### src/rtl/pll_reset_sequencer.sv
// Reset sequencer for an ECP5 PLL: pulses the PLL RST pin, qualifies the asynchronous LOCK
// output, and releases a registered system reset once lock has been stable. Runs on the reference clock.
module pll_reset_sequencer #(
  parameter int SYNC_STAGES    = 2,
  parameter int PLL_RST_CYCLES = 16,
  parameter int LOCK_TIMEOUT   = 262144,
  parameter int STABLE_CYCLES  = 1024,
  parameter int HOLD_CYCLES    = 64,
  parameter int CNT_W          = 8
) (
  input  logic             clk,
  input  logic             reset,
  input  logic             pll_locked,
  input  logic             clear_counts,
  output logic             pll_rst,
  output logic             sys_reset,
  output logic             ready,
  output logic [2:0]       state,
  output logic [CNT_W-1:0] lock_lost_count,
  output logic [CNT_W-1:0] timeout_count
);

  typedef enum logic [2:0] {
    S_PLL_RESET = 3'd0,
    S_WAIT_LOCK = 3'd1,
    S_STABILIZE = 3'd2,
    S_HOLD      = 3'd3,
    S_RUN       = 3'd4
  } state_t;

  // One timer serves every state, so it is sized for the longest dwell.
  localparam int MAX_AB    = (PLL_RST_CYCLES > LOCK_TIMEOUT) ? PLL_RST_CYCLES : LOCK_TIMEOUT;
  localparam int MAX_CD    = (STABLE_CYCLES > HOLD_CYCLES) ? STABLE_CYCLES : HOLD_CYCLES;
  localparam int TIMER_MAX = (MAX_AB > MAX_CD) ? MAX_AB : MAX_CD;
  localparam int TIMER_W   = $clog2(TIMER_MAX + 1);

  typedef logic [TIMER_W-1:0] timer_t;

  localparam timer_t RST_LAST     = timer_t'(PLL_RST_CYCLES - 1);
  localparam timer_t TIMEOUT_LAST = timer_t'(LOCK_TIMEOUT - 1);
  localparam timer_t STABLE_LAST  = timer_t'(STABLE_CYCLES - 1);
  localparam timer_t HOLD_LAST    = timer_t'(HOLD_CYCLES - 1);

  state_t                 state_q;
  state_t                 state_d;
  timer_t                 timer_q;
  logic [SYNC_STAGES-1:0] sync_q;
  logic                   lock_s;
  logic                   lost_evt;
  logic                   timeout_evt;

  function automatic logic [CNT_W-1:0] bump(input logic [CNT_W-1:0] value,
                                            input logic             inc,
                                            input logic             clr);
    if (clr) return '0;
    if (inc && (value != '1)) return value + CNT_W'(1);
    return value;
  endfunction

  // NOTE: sequential state uses non-blocking assignments so every flop samples pre-edge values.
  always_ff @(posedge clk or posedge reset) begin
    if (reset) begin
      sync_q <= '0;
    end else begin
      sync_q <= {sync_q[SYNC_STAGES-2:0], pll_locked};
    end
  end

  assign lock_s = sync_q[SYNC_STAGES-1];

  // NOTE: every always_comb output gets a default first so no path can infer a latch.
  always_comb begin
    state_d     = state_q;
    lost_evt    = 1'b0;
    timeout_evt = 1'b0;
    case (state_q)
      S_PLL_RESET: begin
        if (timer_q == RST_LAST) state_d = S_WAIT_LOCK;
      end
      S_WAIT_LOCK: begin
        if (lock_s) begin
          state_d = S_STABILIZE;
        end else if (timer_q == TIMEOUT_LAST) begin
          state_d     = S_PLL_RESET;
          timeout_evt = 1'b1;
        end
      end
      S_STABILIZE: begin
        // A lock glitch here only restarts the wait; the PLL is not re-armed.
        if (!lock_s) begin
          state_d = S_WAIT_LOCK;
        end else if (timer_q == STABLE_LAST) begin
          state_d = S_HOLD;
        end
      end
      S_HOLD: begin
        if (!lock_s) begin
          state_d  = S_PLL_RESET;
          lost_evt = 1'b1;
        end else if (timer_q == HOLD_LAST) begin
          state_d = S_RUN;
        end
      end
      S_RUN: begin
        if (!lock_s) begin
          state_d  = S_PLL_RESET;
          lost_evt = 1'b1;
        end
      end
      default: state_d = S_PLL_RESET;
    endcase
  end

  always_ff @(posedge clk or posedge reset) begin
    if (reset) begin
      state_q <= S_PLL_RESET;
      timer_q <= '0;
    end else begin
      state_q <= state_d;
      if (state_d != state_q) begin
        timer_q <= '0;
      end else if (timer_q != '1) begin
        timer_q <= timer_q + timer_t'(1);
      end
    end
  end

  // Outputs are registered from the next-state decode: they switch on the same edge as
  // state_q but come straight off flops, so sys_reset cannot glitch.
  always_ff @(posedge clk or posedge reset) begin
    if (reset) begin
      pll_rst   <= 1'b1;
      sys_reset <= 1'b1;
      ready     <= 1'b0;
    end else begin
      pll_rst   <= (state_d == S_PLL_RESET);
      sys_reset <= (state_d != S_RUN);
      ready     <= (state_d == S_RUN);
    end
  end

  always_ff @(posedge clk or posedge reset) begin
    if (reset) begin
      lock_lost_count <= '0;
      timeout_count   <= '0;
    end else begin
      lock_lost_count <= bump(lock_lost_count, lost_evt, clear_counts);
      timeout_count   <= bump(timeout_count, timeout_evt, clear_counts);
    end
  end

  assign state = state_q;

endmodule

### config.mk
export PLATFORM = sky130hd
export DESIGN_NAME = pll_reset_sequencer
export DESIGN_NICKNAME = d
export VERILOG_FILES = /design/src/rtl/pll_reset_sequencer.sv
export SDC_FILE = /design/constraint.sdc
export NUM_CORES = 1
export LEC_CHECK = 0
export CORE_AREA = 2 2 69 71
export CTS_CLUSTER_SIZE = 14
export DETAILED_ROUTE_END_ITERATION = 6
export DIE_AREA = 0 0 71 73
export PLACE_DENSITY = 0.73
export SETUP_SLACK_MARGIN = 0.3
export SYNTH_ARGS = -nofsm -noshare
export SYNTH_HDL_FRONTEND = slang
export SYNTH_SLANG_ARGS = --single-unit
### constraint.sdc
create_clock -name clk -period 4.3 [get_ports clk]
set_clock_uncertainty 0.15 [all_clocks]
set_input_delay 0.86 -clock clk [delete_from_list [all_inputs] [get_ports clk]]
set_output_delay 0.86 -clock clk [all_outputs]
set_load 0.01 [all_outputs]
==> out/results.md <==
| Metric | Value | Unit |
|---|---|---|
| Run status | complete, no violations | - |
| Portion of total power attributed to the clock network | 0.263 | - |
| Proportion of netlist area held by the largest area contributor | 0.4383 | - |
| Slew HR | 0.3433 | - |
| Synth area leaders | dfrtp_1 44%, xnor2_1 6.7%, nor2_1 3.8%, nor3_1 3.6%, a21oi_1 2.8% | - |
| Total negative slack for setup checks | 0 | ns |
| CTS tree | built | - |
| Placement Rows | 25 | - |
| Number of max-cap violations | 0 | - |
| Element type at the critical path start | flip-flop | - |
| First-pass iteration count of the detailed router | 4 | - |
| Final setup slack of the worst path | 1.176 | ns |
| Endpoints failing setup | 0 | - |
| P_sw | 318.4 | uW |
| Count of buffers from port buffering | 25 | - |
| Cell type group with the largest total delay on the critical path | simple AND/OR/NAND/NOR gates | - |
| Setup Fix Bufs, Post-CTS | 0 | - |
| H-tree Lvls | 2 | - |
| End of the critical path | timer_q[4]$_DFFE_PP0P_ | - |
| Largest net degree at the start of global routing | 44 | - |
| Worst reg2reg setup slack | 1.18 | ns |
| Origin of the critical flop-to-flop path | timer_q[6]$_DFFE_PP0P_ | - |
| # hold bufs at CTS | 0 | - |
| Inserted Clock Buffers | 5 | - |
| PostCTS Resize Cnt | 0 | - |
| Power Density | 350.5 | mW/mm2 |
| Clock Latency Late Sink | 0.29 | ns |
| Number of pins exceeding their max-slew limit in the final report | 0 | - |
| Busiest layer in global routing | met2 | - |
| Required @ worst endpoint | 4.29 | ns |
| CP peak stage delay | 0.85 | ns |
| Arr. time, crit path | 3.11 | ns |
| Pleak | 0.001087 | uW |
| Buffers from clock root to sink, at most | 2 | - |
| Avg Vias per Cell | 5.985 | - |
| Slowest stage cell, crit path | a211oi_2 | - |
| Detail Placement HPWL | 3376 | um |
| ANT cells | 0 | - |
| Post-synthesis instance area | 0.002341 | mm2 |
| Avg Synthesized Cell Area | 9.674 | um2 |
| Cell-internal power | 637.6 | uW |
| Placeable core region | 0.004536 | mm2 |
| Met3 Use GR | 0.04972 | - |
| Worst slack after detailed placement | 1.225 | ns |
| Violation count after the first detailed-routing iteration | 95 | - |
| Gate count of the mapped netlist | 242 | - |
| Worst Setup SP | timer_q[6]$_DFFE_PP0P_ | - |
| Proportion of total power due to net switching | 0.3330 | - |
| Worst path depth | 5 | - |
| Count of buffer and inverter cells on the critical path | 0 | - |
| Total global routing track utilization | 0.2137 | - |
| Antenna Violating Nets Remaining | 0 | - |
| Cell chosen for the clock root | clkbuf_8 | - |
| Wire length of the first global-routing pass | 8845 | um |
| Fraction of layout cells with a size suffix above 1 | 0.1107 | - |
| Part of the Yosys area used for sequential elements | 0.4607 | - |
| Number of warning messages in the yosys log | 0 | - |
| Worst Hold Margin | 0.2018 | ns |
| Slew at the pin with the worst max-slew slack | 0.9832 | ns |
| Met1 track demand over resource in global routing | 0.2841 | - |
| FF+latch count, synth | 43 | - |
| Number of flops mapped to enable cells by yosys | 0 | - |
| Fillers | 383 | - |
| Max IR drop VDD | 168.8 | uV |
| Worst Path Class, Setup | reg2reg | - |
| Most common cell in the synthesized netlist | dfrtp_1 | - |
| Die footprint | 0.005183 | mm2 |
| Via count of the routed design | 1945 | - |
| Net count after synthesis | 249 | - |
| Remaining DRCs | 0 | - |
| Worst reg2reg path endpoint | timer_q[4]$_DFFE_PP0P_ | - |
| Routability-driven placement congestion ratio | 0.8364 | - |
| Most used DFF post-synth | dfrtp_1 | - |
| Final period demand of the worst path | 3.124 | ns |
| Die Height | 73 | um |
| Final period util | 0.7265 | - |
| Seq pwr share | 0.499 | - |
| FFs w/ async S/R, synth | 1.000 | - |
| List of most frequent post-synthesis cells | 41 x dfrtp_1, 24 x nor2_1, 18 x xnor2_1, 17 x nor3_1, 14 x nand2_1 | - |
| Clock net sink count | 43 | - |
| Clock slew at the register clock pins of the worst setup and hold paths | 0.08 | ns |
| Type of the tightest min-delay check | reg2reg | - |
| Maximum achievable frequency | 320.1 | MHz |
| Combinational cell fraction of total power | 0.239 | - |
| Number of hold violations in the final report | 0 | - |
| Number of library cell types mapped by synthesis | 51 | - |
| Endpoint kind of the worst setup timing path | flip-flop | - |
| Number of nets in the final layout | 277 | - |
| Critical path fanouts, max | 13 | - |
| IO Pins | 26 | - |
| Post-detailed-routing wire length | 5033 | um |
| Area Overhead vs Synth | 16.52 | % |
| Met2 track demand over resource | 0.3499 | - |
| Width of the die | 71 | um |
| Sum of overflow across all layers after global routing | 0 | - |
| Starting density of the core | 0.5161 | - |
| Series of cell instances along the critical path | or4_2, nor4_2, nand4_1, a211oi_2, nor4_1 | - |
| Number of global-route vias before repair | 1894 | - |
| Worst R2R Path Depth | 5 | - |
| Most area-hungry cell type in the Yosys netlist | dfrtp_1 | - |
| RSZ-0062 raised after global routing | no | - |
| Min-Delay Path Depth | 0 | - |
| Antenna violations before repair | 0 | - |
| Average routed wire per standard cell | 15.49 | um |
## registers in the layout, indices dropped and copies added (netlist names)
register / flops
state: 3
sys_reset: 1
timeout_count: 8
sync_q: 2
timer_q: 19
lock_lost_count: 8
pll_rst: 1
ready: 1
## power by group through the flow
| stage | Combinational [uW] | Clock (uW) | Sequential, uW |
|---|---|---|---|
| after detailed placement | 229 | 0 | 483 |
| after global routing | 256 | 276 | 482 |
| after floorplan | 172 | 0 | 472 |
| after CTS | 229 | 260 | 475 |
| final | 228 | 251 | 477 |
| after global placement | 225 | 0 | 482 |
## logic make-up after synthesis
logic type / share of synthesized area
buffers and inverters: 0.02458
AND/OR/NAND/NOR: 0.2998
flip-flops: 0.4607
multiplexers: 0.008552
AO/OA/AOI/OAI: 0.1117
adder cells (fa/ha/maj): 0.01604
XOR/XNOR: 0.07857
## layer usage
layer  up-vias  part of all wire
li1        953                 -
met3         6             0.040
met2        45              0.49
met1       941              0.46
met5         -                 0
met4         0             0.011
## layout make-up
type | count | area (um2) | area share
flip-flops and latches | 43 | 1079 | 0.3954
inverters | 5 | 18.77 | 0.006881
repair buffers | 28 | 272.8 | 0.1000
clock buffers | 6 | 72.57 | 0.02661
well taps | 54 | 67.56 | 0.02477
multi-input cells | 187 | 1205 | 0.4417
clock inverters | 2 | 12.51 | 0.004587
## worst min path at each step
stage	start	to	slack [ns]
2_1_floorplan	sync_q[0]$_DFF_PP0_	sync_q[1]$_DFF_PP0_	0.18
3_3_place_gp	sync_q[0]$_DFF_PP0_	sync_q[1]$_DFF_PP0_	0.19
3_5_place_dp	sync_q[0]$_DFF_PP0_	sync_q[1]$_DFF_PP0_	0.18
4_1_cts	sync_q[0]$_DFF_PP0_	sync_q[1]$_DFF_PP0_	0.20
5_1_grt	sync_q[0]$_DFF_PP0_	sync_q[1]$_DFF_PP0_	0.22
6_report	sync_q[0]$_DFF_PP0_	sync_q[1]$_DFF_PP0_	0.20
## placed cells by master, fill, tap and decap left out, types with 5 or more instances in the layout
master / synthesis / layout
nor3_1: 17 / 17
nand3_1: 12 / 12
clkdlybuf4s50_1: 0 / 25
nand4_1: 5 / 5
or3_1: 5 / 5
nand2_1: 14 / 14
dfrtp_1: 41 / 41
a211oi_1: 8 / 8
nor4_1: 9 / 9
o21ai_0: 7 / 7
nor2_1: 24 / 24
a21oi_1: 13 / 13
xnor2_1: 18 / 18
clkbuf_8: 0 / 5
## through the flow
step	total power (uW)	utilization	cell area, um2	cells
global placement	707.4	0.5826	2643	317
global route	1014	0.6014	2728	325
floorplan	644.9	-	2341	242
finish	956.0	0.6014	2728	325
CTS	964.8	0.6014	2728	325
detailed placement	712.1	0.5826	2643	317
(Power assumes the default switching activity.)
